===== src/rtl/cmp_tally.sv =====
// Tallies comparator result codes per class and tracks runs of identical classes.
// A run of STREAK_N or more identical valid classes holds the FSM in ALARM.
module cmp_tally #(
    parameter int CNT_W    = 8,
    parameter int STREAK_N = 4
) (
    input  logic             clk,
    input  logic             rst_n,
    input  logic             in_valid,
    input  logic [2:0]       Y,
    input  logic             clr,
    output logic [CNT_W-1:0] gt_cnt,
    output logic [CNT_W-1:0] eq_cnt,
    output logic [CNT_W-1:0] lt_cnt,
    output logic [CNT_W-1:0] err_cnt,
    output logic [3:0]       streak,
    output logic [1:0]       last_cls,
    output logic             alarm,
    output logic             out_valid
);

    typedef enum logic [1:0] {ST_IDLE, ST_RUN, ST_ALARM} state_e;
    typedef enum logic [1:0] {CLS_NONE = 2'b00, CLS_GT = 2'b01, CLS_EQ = 2'b10, CLS_LT = 2'b11} cls_e;

    localparam logic [CNT_W-1:0] CNT_ONE   = {{(CNT_W-1){1'b0}}, 1'b1};
    localparam logic [3:0]       STREAK_TH = 4'(STREAK_N);

    state_e           state_q, state_d;
    cls_e             last_q, last_d, cls_new;
    logic [CNT_W-1:0] gt_q, gt_d, eq_q, eq_d, lt_q, lt_d, err_q, err_d;
    logic [3:0]       streak_q, streak_d;
    logic             ov_q, ov_d;

    function automatic logic [CNT_W-1:0] sat_inc(input logic [CNT_W-1:0] v);
        return (v == {CNT_W{1'b1}}) ? v : v + CNT_ONE;
    endfunction

    always_comb begin
        unique case (Y)
            3'b011:  cls_new = CLS_GT;
            3'b101:  cls_new = CLS_EQ;
            3'b110:  cls_new = CLS_LT;
            default: cls_new = CLS_NONE;
        endcase
    end

    always_comb begin
        // NOTE: every next-state signal is defaulted first so no path infers a latch.
        gt_d     = gt_q;
        eq_d     = eq_q;
        lt_d     = lt_q;
        err_d    = err_q;
        streak_d = streak_q;
        last_d   = last_q;
        state_d  = state_q;
        ov_d     = 1'b0;

        if (clr) begin
            gt_d     = '0;
            eq_d     = '0;
            lt_d     = '0;
            err_d    = '0;
            streak_d = 4'd0;
            last_d   = CLS_NONE;
            state_d  = ST_IDLE;
        end else if (in_valid) begin
            ov_d = 1'b1;
            if (cls_new == CLS_NONE) begin
                err_d    = sat_inc(err_q);
                streak_d = 4'd0;
                last_d   = CLS_NONE;
                state_d  = ST_IDLE;
            end else begin
                unique case (cls_new)
                    CLS_GT:  gt_d = sat_inc(gt_q);
                    CLS_EQ:  eq_d = sat_inc(eq_q);
                    default: lt_d = sat_inc(lt_q);
                endcase
                // last_q is CLS_NONE after reset/clear/invalid, so it never matches here.
                if (cls_new == last_q)
                    streak_d = (streak_q == 4'hF) ? streak_q : streak_q + 4'd1;
                else
                    streak_d = 4'd1;
                last_d  = cls_new;
                state_d = (streak_d >= STREAK_TH) ? ST_ALARM : ST_RUN;
            end
        end
    end

    // NOTE: state registers use non-blocking assignments and an async reset; all state is plain flops.
    always_ff @(posedge clk or negedge rst_n) begin
        if (!rst_n) begin
            gt_q     <= '0;
            eq_q     <= '0;
            lt_q     <= '0;
            err_q    <= '0;
            streak_q <= 4'd0;
            last_q   <= CLS_NONE;
            state_q  <= ST_IDLE;
            ov_q     <= 1'b0;
        end else begin
            gt_q     <= gt_d;
            eq_q     <= eq_d;
            lt_q     <= lt_d;
            err_q    <= err_d;
            streak_q <= streak_d;
            last_q   <= last_d;
            state_q  <= state_d;
            ov_q     <= ov_d;
        end
    end

    assign gt_cnt    = gt_q;
    assign eq_cnt    = eq_q;
    assign lt_cnt    = lt_q;
    assign err_cnt   = err_q;
    assign streak    = streak_q;
    assign last_cls  = last_q;
    assign alarm     = (state_q == ST_ALARM);
    assign out_valid = ov_q;

endmodule


===== config.mk =====
export PLATFORM = sky130hd
export DESIGN_NAME = cmp_tally
export DESIGN_NICKNAME = d
export VERILOG_FILES = /design/src/rtl/cmp_tally.sv
export SDC_FILE = /design/constraint.sdc
export NUM_CORES = 1
export LEC_CHECK = 0
export ABC_AREA = 1
export BUFFER_PORTS_ARGS = -buffer_cell sky130_fd_sc_hd__buf_2
export CAP_MARGIN = 10
export CORE_ASPECT_RATIO = 1.75
export CORE_MARGIN = 10
export CORE_UTILIZATION = 40
export CTS_BUF_LIST = sky130_fd_sc_hd__clkbuf_8
export DETAILED_ROUTE_END_ITERATION = 16
export SLEW_MARGIN = 10
export SYNTH_ARGS = -nofsm -noshare
export SYNTH_HDL_FRONTEND = slang
export SYNTH_SLANG_ARGS = --single-unit

===== constraint.sdc =====
create_clock -name clk -period 1.5 [get_ports clk]
set_input_delay 0.3 -clock clk [delete_from_list [all_inputs] [get_ports clk]]
set_output_delay 0.3 -clock clk [all_outputs]
set_load 0.03 [all_outputs]

; Word level (Yosys, flattened, before mapping)
; Cells that the tools add are included.
[word_totals]
input_bits = 7
word_cells = 79
register_bits = 41
output_inout_bits = 40
[op_classes]
order_cmp = 1
add_sub_neg = 5
eq_ne = 18
mux = 37
n_reduce_logical = 10
[ops]
columns = cell, count
row1 = 8-bit 2-to-1 mux, 19
row2 = "8-bit by 1-bit adder with 8-bit output, second input constant", 4
row3 = "8-bit equality test, second input constant", 4
row4 = 4-bit 2-to-1 mux, 8
row5 = 2-bit 2-to-1 mux, 7
row6 = 4-bit AND reduction, 3
row7 = "2-bit != test, second input constant", 5
row8 = 2-bit nonzero test, 4
row9 = "3-bit equality test, second input constant", 2
row10 = 2-bit one-hot mux with 3 select lines, 1
row11 = "4-bit by 1-bit adder with 4-bit output, second input constant", 1
row12 = "2-bit equality test, second input constant", 2
row13 = "4-bit equality test, second input constant", 1
row14 = "4-bit by 3-bit greater-or-equal comparator with 1-bit output, second input constant", 1
row15 = "3-bit by 2-bit equality test with 1-bit output, second input constant", 1
row16 = 3-bit AND reduction, 1
row17 = "2-bit by 1-bit equality test with 1-bit output, second input constant", 1
row18 = 2-bit equality test, 1
row19 = 2-bit logical NOT, 1
row20 = 1-bit 2-to-1 mux, 2
row21 = "2-bit by 1-bit != test with 1-bit output, second input constant", 1
row22 = 2-bit OR reduction, 1

; Longest topological paths before layout
; Gate-level depths: netlist of the first run.
[depth]
word_depth = 12
mapped_depth = 13
depth_no_buf = 13

; Worst setup path after synthesis of the first run
; No wires, ideal clock.
[synth_path]
path_kind = input port to flip-flop
from = in Y[0]
to = reg eq_q[2], in the netlist eq_cnt[2]
setup_ns = 0.118
path_buffers = 0
setup_slack_ns = -0.026
stages = 13
arrival_time_ns = 1.408
required_ns = 1.382
path_cell_list = inv_1 > nand3_1 > nand2_1 > inv_1 > ha_1 > inv_1 > nand2_1 > nor2_1 > nand2_1 > nand2_1 > inv_2 > nand2_1 > nand2_1
[synth_between]
elab_chain_cells = 5
elab_cells_between_ends = 9
classes_between = eq/ne (5) / mux (1) / reduce/logical (3)
[synth_lines]
columns = item, line
row1 = from (decl), 10  ; input logic [2:0] Y,
row2 = 3-bit equality test / 3-bit by 2-bit equality test with 1-bit output (equally long branches), 39  ; unique case (Y)
row3 = 2-bit one-hot mux with 3 select lines (*), 39
row4 = 2-bit equality test / 2-bit logical NOT (equally long branches), "74, 68"
row5 = 2-bit nonzero test (no source line) / 2-bit != test (equally long branches), --
row6 = 4-bit AND reduction (no source line) (*), --
row7 = to (signal assigned), 103  ; eq_q <= eq_d;
row8 = to (decl), 30  ; logic [CNT_W-1:0] gt_q, gt_d, eq_q, eq_d, lt_q, lt_d, err_q, err_d;
; Every way passes the cells marked *; elsewhere a longest branch is shown, timed or not.
; A chain may end at the register's enable or synchronous reset.

; Worst setup path in the final report of the first run
[layout_path]
from = reg eq_q[1], in the netlist eq_cnt[1]
to = reg eq_q[4], in the netlist eq_cnt[4]
[layout_between]
elab_chain_cells = 6
elab_cells_between_ends = 9
classes_between = add/sub (1) / eq/ne (2) / mux (5) / reduce/logical (1)
[layout_lines]
columns = item, line
row1 = 8-bit by 1-bit adder with 8-bit output, 35  ; return (v == {CNT_W{1'b1}}) ? v : v + CNT_ONE;
row2 = 8-bit 2-to-1 mux, 35
row3 = 8-bit 2-to-1 mux, 74  ; unique case (cls_new)
row4 = 8-bit 2-to-1 mux, 68  ; if (cls_new == CLS_NONE) begin
row5 = 8-bit 2-to-1 mux, 66  ; end else if (in_valid) begin
row6 = 8-bit 2-to-1 mux, 58  ; if (clr) begin
; Parallel ways exist; a longest one is shown, timed or not. The select of a mux whose other input is x is not followed.

==> results_dict.tcl, run 1 <==
set metrics [dict create \
    n_fill_cell 576 \
    dp_hpwl_um 5064 \
    boundaryPins 47 \
    max_cap_violations 0 \
    seqCellArea_um2 1031 \
    antenna_found_initial 0 \
    path_clk_slew_ns 0.08 \
    drt_wl_total_um 6442 \
    via_per_inst 4.952 \
    ant_nets 0 \
    fin_util_pct 55.04 \
    reg2reg_to "eq_cnt[4]$_DFFE_PN0P_" \
    area_delta_synth_final_pct 32.68 \
    ys_ff_latch 41 \
    synth_nets 346 \
    drc 0 \
    intPower_mw 1.779 \
    cts_tree "yes" \
    switching_share_pct 25.82 \
    crit_buf_inv 1 \
    fp.dieW_um 79.49 \
    first_global_vias 2561 \
    grt_usage_pct 13.91 \
    grt_first_pass_wirelength_um 11300 \
    pwr-share-comb_pct 14.1 \
    drive_gt1_share_pct 32.78 \
    fin_crit_ns 1.418 \
    leakage_nw 1.781 \
    tightest_slew_ns 0.3414 \
    reg2reg_slack_ns 0.08 \
    synth.avg_cell_area_um2 7.485 \
    required_ns 1.69 \
    post_drt_wl_per_cell_um 12.99 \
    dr.first_iter.drc_count 86 \
    clockPowerShare_pct 38.5 \
    synth_warnings 0 \
    hold_path_class "input port to flip-flop" \
    insertion_delay_ns 0.29 \
    hold_violations 0 \
    cts_buffers 5 \
    cp_max_fo 3 \
    fmax_ghz 0.7053 \
    hp-start "clr" \
    netlist_instances 331 \
    gr-total-overflow 0 \
    h-tree-depth 2 \
    cp-end-kind "flip-flop" \
    vias 2456 \
    cpLargestDelayFamily "simple AND/OR/NAND/NOR gates" \
    fin_skew_ns 0.006482 \
    placed_cell_area_um2 3043 \
    slowest_stage "dfrtp_1" \
    crit_cells 9 \
    switchingPower_mw 0.6194 \
    dieArea_um2 9866 \
    yosysSeqAreaShare_pct 41.41 \
    synth.distinct_cells 26 \
    cp.arrival_ns 1.61 \
    start_util_pct 41.48 \
    fin_area_um2 3287 \
    layout.nets 432 \
    pwr-share-seq_pct 47.4 \
    tns_ns 0 \
    clockBufferDepth 2 \
    crit_chain "ha_2 > nand2_2 > nor3_4 > nand2_1 > nand2_2 > nand2_2 > buf_6 > nand2_1 > nand2_1" \
    multi_input_area_um2 1381 \
    maxSlewHeadroom_pct 77.24 \
    min_to "out_valid$_DFF_PN0_" \
    fin_crit_sh_pct 94.52 \
    reg2reg_from "eq_cnt[1]$_DFFE_PN0P_" \
    slew_viol_final 0 \
    setup_viol 0 \
    die_h_um 124.1 \
    core_area_um2 5972 \
    status "finished, final reports clean" \
    grt_max_degree 30 \
    reg2reg_depth 9 \
    syn_area_um2 2477 \
    slowest_delay_ns 0.37 \
    vdd_drop_max_mv 0.4426 \
    place_congestion 0.8466 \
    drtPass1Iterations 4 \
    io_buffers 46 \
    cts_num_sinks 41 \
    powerDensity_nw_per_um2 729.7 \
    worst-setup-path-type "flip-flop to flip-flop" \
    clock-root-buffer "clkbuf_8" \
    crit_path_start_kind "flip-flop" \
    hold_path_depth 2 \
    row_count 37 \
    num_antenna_cells 0 \
    grt_setup_unrepaired "yes" \
]
synth_stat cells:
master      n  area (um^2)
nand2_1   106        397.9
dfrtp_1    41         1026
nand3_1    40        200.2
inv_1      34        127.6
nor2_1     27        101.4
o21ai_0    17        85.08
nand4_1    15        93.84
xor2_1     10        87.58
ha_1        8        100.1
or2_2       6        37.54
nor2_4      5        56.30
inv_2       3        11.26
a21o_1      2        15.01
a21oi_2     2        17.52
buf_2       2        10.01
nor3_2      2        20.02
o21ai_1     2        10.01
buf_4       1        7.510
nand2_2     1        6.260
nand3_2     1        10.01
nand3b_1    1        7.510
nor2_2      1        6.260
nor2_8      1        20.02
o21bai_1    1        7.510
o22ai_1     1        6.260
xnor2_1     1        8.760
cells in the final DEF, fill, tap and decap left out, drive strengths merged, types with 2 or more instances in the layout:
master	netlist	layout
nand4	15	15
nor3	2	2
o21ai	19	19
nand3	41	41
buf	3	81
nand2	107	107
inv	37	38
or2	6	6
ha	8	8
a21oi	2	2
a21o	2	2
clkbuf	0	6
xor2	10	10
nor2	34	34
dfrtp	41	41
repair_timing:
action,4_1_cts,5_1_grt
setup endpoints to repair,7,31
hold buffers,1,0
pin swaps,0,9
endpoints found under the hold margin,12,0
gates resized for setup,1,28
setup buffers,0,4
power groups by stage:
stage | clock network (mW) | logic, mW | registers, mW
finish | 0.924 | 0.338 | 1.14
global route | 0.994 | 0.382 | 1.14
CTS | 0.962 | 0.317 | 1.14
detailed placement | 0 | 0.311 | 1.16
global placement | 0 | 0.308 | 1.16
floorplan | 0 | 0.131 | 1.20
routing by layer:
| layer | vias up | global-route usage (%) | part of all wire [%] |
|---|---|---|---|
| met4 | 0 | 5.968 | 1.5 |
| met5 | - | 0 | 0 |
| met3 | 7 | 3.319 | 4.5 |
| met2 | 45 | 25.66 | 54 |
| li1 | 1241 | - | - |
| met1 | 1163 | 14.46 | 40 |
sequential cells by signal, indices dropped and copies added, names as in the netlist:
register / flops
eq_cnt: 8
err_cnt: 8
gt_cnt: 8
last_cls: 2
lt_cnt: 8
out_valid: 1
state_q: 2
streak: 4
area by class of cell:
class	count	share of cell area (%)
timing repair buffer	82	15.87
clock inverter	2	1.028
inverter	37	4.225
multi-input combinational	250	42.03
clock buffer	6	2.512
sequential	41	31.37
tap	78	2.969
metrics by stage:
| stage | total power [mW] | std cells | hold slack, ns | setup WS, ns |
|---|---|---|---|---|
| 2_1_floorplan | 1.326 | 331 | 0.004409 | 0.0003311 |
| 3_3_place_gp | 1.466 | 483 | 0.2225 | -0.2531 |
| 3_5_place_dp | 1.469 | 483 | 0.2230 | -0.2941 |
| 4_1_cts | 2.414 | 492 | 0.2383 | 0.01082 |
| 5_1_grt | 2.515 | 496 | 0.2612 | -0.02079 |
| 6_report | 2.398 | 496 | 0.2547 | 0.08219 |
logic make-up (layout without fill, tap and decap cells):
| kind of cell | count (synthesis) | count (layout) | share of synthesized area [%] |
|---|---|---|---|
| simple gates | 206 | 206 | 38.64 |
| flops | 41 | 41 | 41.41 |
| buf+inv | 40 | 127 | 6.313 |
| compound gates | 25 | 25 | 5.707 |
| xor+xnor | 11 | 11 | 3.889 |
| fa+ha+maj | 8 | 8 | 4.041 |
worst max-delay path by stage:
stage / start / endpoint / slack (ns)
6_report: eq_cnt[1]$_DFFE_PN0P_ / eq_cnt[4]$_DFFE_PN0P_ / 0.08
5_1_grt: eq_cnt[1]$_DFFE_PN0P_ / eq_cnt[5]$_DFFE_PN0P_ / -0.02
4_1_cts: Y[0] / lt_cnt[5]$_DFFE_PN0P_ / 0.01
3_5_place_dp: Y[0] / eq_cnt[5]$_DFFE_PN0P_ / -0.29
3_3_place_gp: Y[0] / eq_cnt[3]$_DFFE_PN0P_ / -0.25
2_1_floorplan: Y[0] / lt_cnt[2]$_DFFE_PN0P_ / 0.0003
(Power assumes the default switching activity.)
==> run 2: changes to the inputs <==
- CELL_PAD_IN_SITES_DETAIL_PLACEMENT: default -> 0
- CELL_PAD_IN_SITES_GLOBAL_PLACEMENT: default -> 1
- PLACE_DENSITY_LB_ADDON: default -> 0.1
==> run 2 against run 1 <==
Compared with the run above: global-route usage is 0.68 points higher; worst hold slack better by 0.039 ns; total power is 0.92% lower; count of clock-buffer cells in the layout down 1; combinational power is 1% higher; clock power fell by 2.7%; first-iteration DRC count shrank 10%; clock skew grew 0.0081 ns; design area is 0.15% lower; register-to-register slack about the same.
==> results_dict.tcl, run 2 (synthesized netlist as in run 1, its figures left out) <==
set metrics [dict create \
    drtPass1Iterations 4 \
    first_global_vias 2480 \
    dr.first_iter.drc_count 77 \
    setup_viol 0 \
    io_buffers 46 \
    placed_cell_area_um2 3065 \
    cp-end-kind "output port" \
    reg2reg_depth 7 \
    fmax_ghz 0.6982 \
    leakage_nw 1.771 \
    required_ns 1.20 \
    min_to "out_valid$_DFF_PN0_" \
    drive_gt1_share_pct 32.38 \
    hold_path_class "input port to flip-flop" \
    fin_skew_ns 0.01460 \
    hold_path_depth 3 \
    clock-root-buffer "clkbuf_8" \
    grt_max_degree 27 \
    place_congestion 0.8729 \
    area_delta_synth_final_pct 32.47 \
    antenna_found_initial 0 \
    power_mw 2.376 \
    cts_buffers 5 \
    worst-setup-path-type "flip-flop to output port" \
    tns_ns 0 \
    insertion_delay_ns 0.31 \
    drc 0 \
    reg2reg_slack_ns 0.08 \
    cp_max_fo 3 \
    timing.final.ws_setup_ns 0.06779 \
    h-tree-depth 2 \
    post_drt_wl_per_cell_um 13.77 \
    hold_violations 0 \
    finalNonFillerCells 498 \
    row_count 37 \
    cts_num_sinks 41 \
    fin_crit_ns 1.432 \
    die_h_um 124.1 \
    ant_nets 0 \
    crit_path_start_kind "flip-flop" \
    reg2reg_from "err_cnt[0]$_DFFE_PN0P_" \
    fin_crit_sh_pct 95.48 \
    dp_hpwl_um 5288 \
    grt_first_pass_wirelength_um 11400 \
    fin_area_um2 3282 \
    max_cap_violations 0 \
    status "finished, final reports clean" \
    hp-start "in_valid" \
    drt_wl_total_um 6858 \
    dp_cells 486 \
    final_cell_mix "nand2_1, buf_2, dfrtp_1, nand3_1, buf_4" \
    maxSlewHeadroom_pct 72.75 \
    core_area_um2 5972 \
    vias 2474 \
    crit_path_start "eq_cnt[1]$_DFFE_PN0P_" \
    path_clk_slew_ns 0.08 \
    gr-total-overflow 0 \
    reg2reg_to "err_cnt[7]$_DFFE_PN0P_" \
    clockBufferDepth 2 \
    start_util_pct 41.48 \
    grt_usage_pct 14.60 \
    powerDensity_nw_per_um2 724.1 \
    num_antenna_cells 0 \
    cp.arrival_ns 1.13 \
    dieArea_um2 9866 \
    layout_commonest_cell "nand2_1" \
    layout.nets 434 \
    slew_viol_final 0 \
    cts_tree "yes" \
    pre_cts_slack_ns -0.3341 \
    boundaryPins 47 \
    tightest_slew_ns 0.4088 \
    vdd_drop_max_mv 0.5097 \
    via_per_inst 4.968 \
    fp.dieW_um 79.49 \
]
[run 2: where the power goes]
part           switching [mW]  internal [mW]
combinational           0.223          0.119
clock                   0.411          0.488
sequential             0.0117           1.12
[run 2: what timing repair did]
action                                 4_1_cts  5_1_grt
hold buffers                                 1        0
setup endpoints to repair                    7       37
resized for setup                            2       23
pin swaps                                    0        8
setup buffers                                0        3
endpoints found under the hold margin       15        0
[run 2: layer usage]
metal	up-vias	global-route usage (%)	part of all wire, %
met1	1161	13.90	36
met3	13	4.185	4.8
li1	1245	-	-
met2	55	27.95	57
met4	0	6.194	2.3
met5	-	0	0
[run 2: layout make-up]
cell class | count | area, um^2
multi-input combinational | 250 | 1374
clock buffer | 5 | 68.82
sequential | 41 | 1031
clock inverter | 3 | 38.79
tap | 78 | 97.59
timing repair buffer | 84 | 530.5
inverter | 37 | 141.4
fill | 607 | 2690
[run 2: stage by stage]
stage | util [%] | hold WS (ns)
6_report | 54.96 | 0.2939
5_1_grt | 54.96 | 0.3082
4_1_cts | 53.55 | 0.2695
3_5_place_dp | 51.33 | 0.2528
3_3_place_gp | 51.33 | 0.2533
2_1_floorplan | - | 0.004409
[run 2: worst max path at each step]
stage	endpoint	slack (ns)
after global routing	lt_cnt[2]$_DFFE_PN0P_	-0.02
after global placement	lt_cnt[2]$_DFFE_PN0P_	-0.28
final	eq_cnt[1]	0.07
after floorplan	lt_cnt[2]$_DFFE_PN0P_	0.0003
after detailed placement	lt_cnt[2]$_DFFE_PN0P_	-0.33
after CTS	gt_cnt[1]$_DFFE_PN0P_	0.03
[run 2: critical path, stage by stage, from the launching register on]
cell     delay [ns]
dfrtp_1        0.39
buf_4          0.13
buf_4          0.13
buf_2          0.17
==> run 3: changes to the inputs <==
- CTS_BUF_LIST: sky130_fd_sc_hd__clkbuf_8 -> default
- PLACE_DENSITY_LB_ADDON: 0.1 -> 0.05
==> run 3 against run 2 <==
Compared with the run above: design area is 0.27% higher; total power is 7.2% higher; flip-flop and latch count stayed put; core utilization is 0.15 points higher; global-route usage is 0.55 points lower; non-clock buffer count is 2 lower; sequential power hardly changed; count of clock-buffer cells in the layout stayed put; fmax is 2.1% higher; wire length is 4.3% lower.
==> results_dict.tcl, run 3 (synthesized netlist as in run 1, its figures left out) <==
set metrics [dict create \
    status "finished, final reports clean" \
    power_mw 2.547 \
    worst-setup-path-type "flip-flop to flip-flop" \
    final_cell_mix "nand2_1, buf_2, nand3_1, dfrtp_1, buf_4" \
    num_antenna_cells 0 \
    fin_hold_ws_ns 0.2622 \
    clockBufferDepth 2 \
    layout.nets 432 \
    drtPass1Iterations 4 \
    crit_path_start "err_cnt[0]$_DFFE_PN0P_" \
    first_global_vias 2425 \
    dieArea_um2 9866 \
    cts_num_sinks 41 \
    area_delta_synth_final_pct 32.83 \
    reg2reg_to "err_cnt[6]$_DFFE_PN0P_" \
    hp-start "clr" \
    cp.arrival_ns 1.59 \
    path_clk_slew_ns 0.07 \
    fin_skew_ns 0.01005 \
    fin_util_pct 55.10 \
    grt_first_pass_wirelength_um 11160 \
    vias 2433 \
    switching_share_pct 25.10 \
    fmax_ghz 0.7129 \
    required_ns 1.68 \
    fp.dieW_um 79.49 \
    row_count 37 \
    clock-root-buffer "clkbuf_8" \
    ant_nets 0 \
    leakage_nw 1.764 \
    reg2reg_depth 7 \
    boundaryPins 47 \
    timing.final.ws_setup_ns 0.09737 \
    tightest_slew_ns 0.2856 \
    die_h_um 124.1 \
    core_area_um2 5972 \
    max_cap_violations 0 \
    drt_wl_total_um 6561 \
    grt_setup_unrepaired "yes" \
    h-tree-depth 2 \
    pwr-share-comb_pct 13.3 \
    gr-total-overflow 0 \
    cp-end-kind "flip-flop" \
    intPower_mw 1.908 \
    pwr-share-seq_pct 44.6 \
    fin_crit_sh_pct 93.51 \
    cts_tree "yes" \
    post_drt_wl_per_cell_um 13.23 \
    fin_crit_ns 1.403 \
    antenna_found_initial 0 \
    switchingPower_mw 0.6394 \
    pre_cts_slack_ns -0.3223 \
    place_congestion 0.7979 \
    hold_path_class "input port to flip-flop" \
    via_per_inst 4.905 \
    drc 0 \
    crit_end "err_cnt[6]$_DFFE_PN0P_" \
    slew_viol_final 0 \
    vdd_drop_max_mv 0.5888 \
    cp_max_fo 8 \
    drive_gt1_share_pct 31.34 \
    reg2reg_from "err_cnt[0]$_DFFE_PN0P_" \
    setup_viol 0 \
    dr.first_iter.drc_count 123 \
    tns_ns 0 \
    grt_max_degree 42 \
    crit_path_start_kind "flip-flop" \
    layout_commonest_cell "nand2_1" \
    powerDensity_nw_per_um2 774.1 \
    maxSlewHeadroom_pct 80.92 \
    clockPowerShare_pct 42.0 \
    start_util_pct 41.48 \
    hold_violations 0 \
    reg2reg_slack_ns 0.1 \
    dp_hpwl_um 5027 \
    grt_usage_pct 14.05 \
    cts_buffers 5 \
    insertion_delay_ns 0.30 \
    io_buffers 46 \
]
[run 3: changes by cell type in the layout (fill, tap and decap cells not counted), moves of 2 or more]
cell	delta
buf_4	-2
nand3_1	+3
nand2_2	-2
nand3_2	-3
[run 3: critical path, stage by stage (launching register included)]
cell and delay (ns):
dfrtp_2 0.42, ha_1 0.22, nand2_2 0.10, nor2_2 0.06
a21oi_4 0.28, nor2_4 0.10, nand2_1 0.07, nand2_1 0.05
[run 3: how the worst min path moves through the flow]
stage | cells after the start | end | slack (ns)
floorplan | 0 | eq_cnt[0]$_DFFE_PN0P_ | 0.004
global placement | 2 | gt_cnt[5]$_DFFE_PN0P_ | 0.30
detailed placement | 2 | gt_cnt[5]$_DFFE_PN0P_ | 0.29
CTS | 2 | out_valid$_DFF_PN0_ | 0.24
global route | 2 | out_valid$_DFF_PN0_ | 0.27
finish | 2 | out_valid$_DFF_PN0_ | 0.26
[run 3: layer usage]
metal	global-route usage (%)	up-vias	part of all wire (%)
li1	-	1240	-
met3	4.185	8	5.2
met1	14.13	1125	37
met4	4.730	0	1.5
met2	26.47	60	56
met5	0	-	0
[run 3: area by class of cell]
class                      count  area, um^2
timing repair buffer          82       515.5
tap                           78       97.59
inverter                      37       141.4
multi-input combinational    250        1371
sequential                    41        1031
clock buffer                   5       68.82
fill                         603        2681
clock inverter                 3       65.06
[run 3: power groups by stage]
stage | logic [mW] | registers [mW] | clock network (mW)
6_report | 0.340 | 1.14 | 1.07
5_1_grt | 0.381 | 1.14 | 1.16
4_1_cts | 0.331 | 1.14 | 1.11
3_5_place_dp | 0.324 | 1.16 | 0
3_3_place_gp | 0.324 | 1.16 | 0
2_1_floorplan | 0.131 | 1.20 | 0
[run 3: timing repair]
action	CTS	global route
pin swaps	0	8
endpoints found under the hold margin	41	0
hold buffers	1	0
endpoints found under the setup margin	8	38
buffers inserted	0	2
resized for setup	3	21
[run 3: through the flow]
step           area [um^2]  std cells
2_1_floorplan         2487        331
3_3_place_gp          3058        485
3_5_place_dp          3058        485
4_1_cts               3219        494
5_1_grt               3291        496
6_report              3291        496
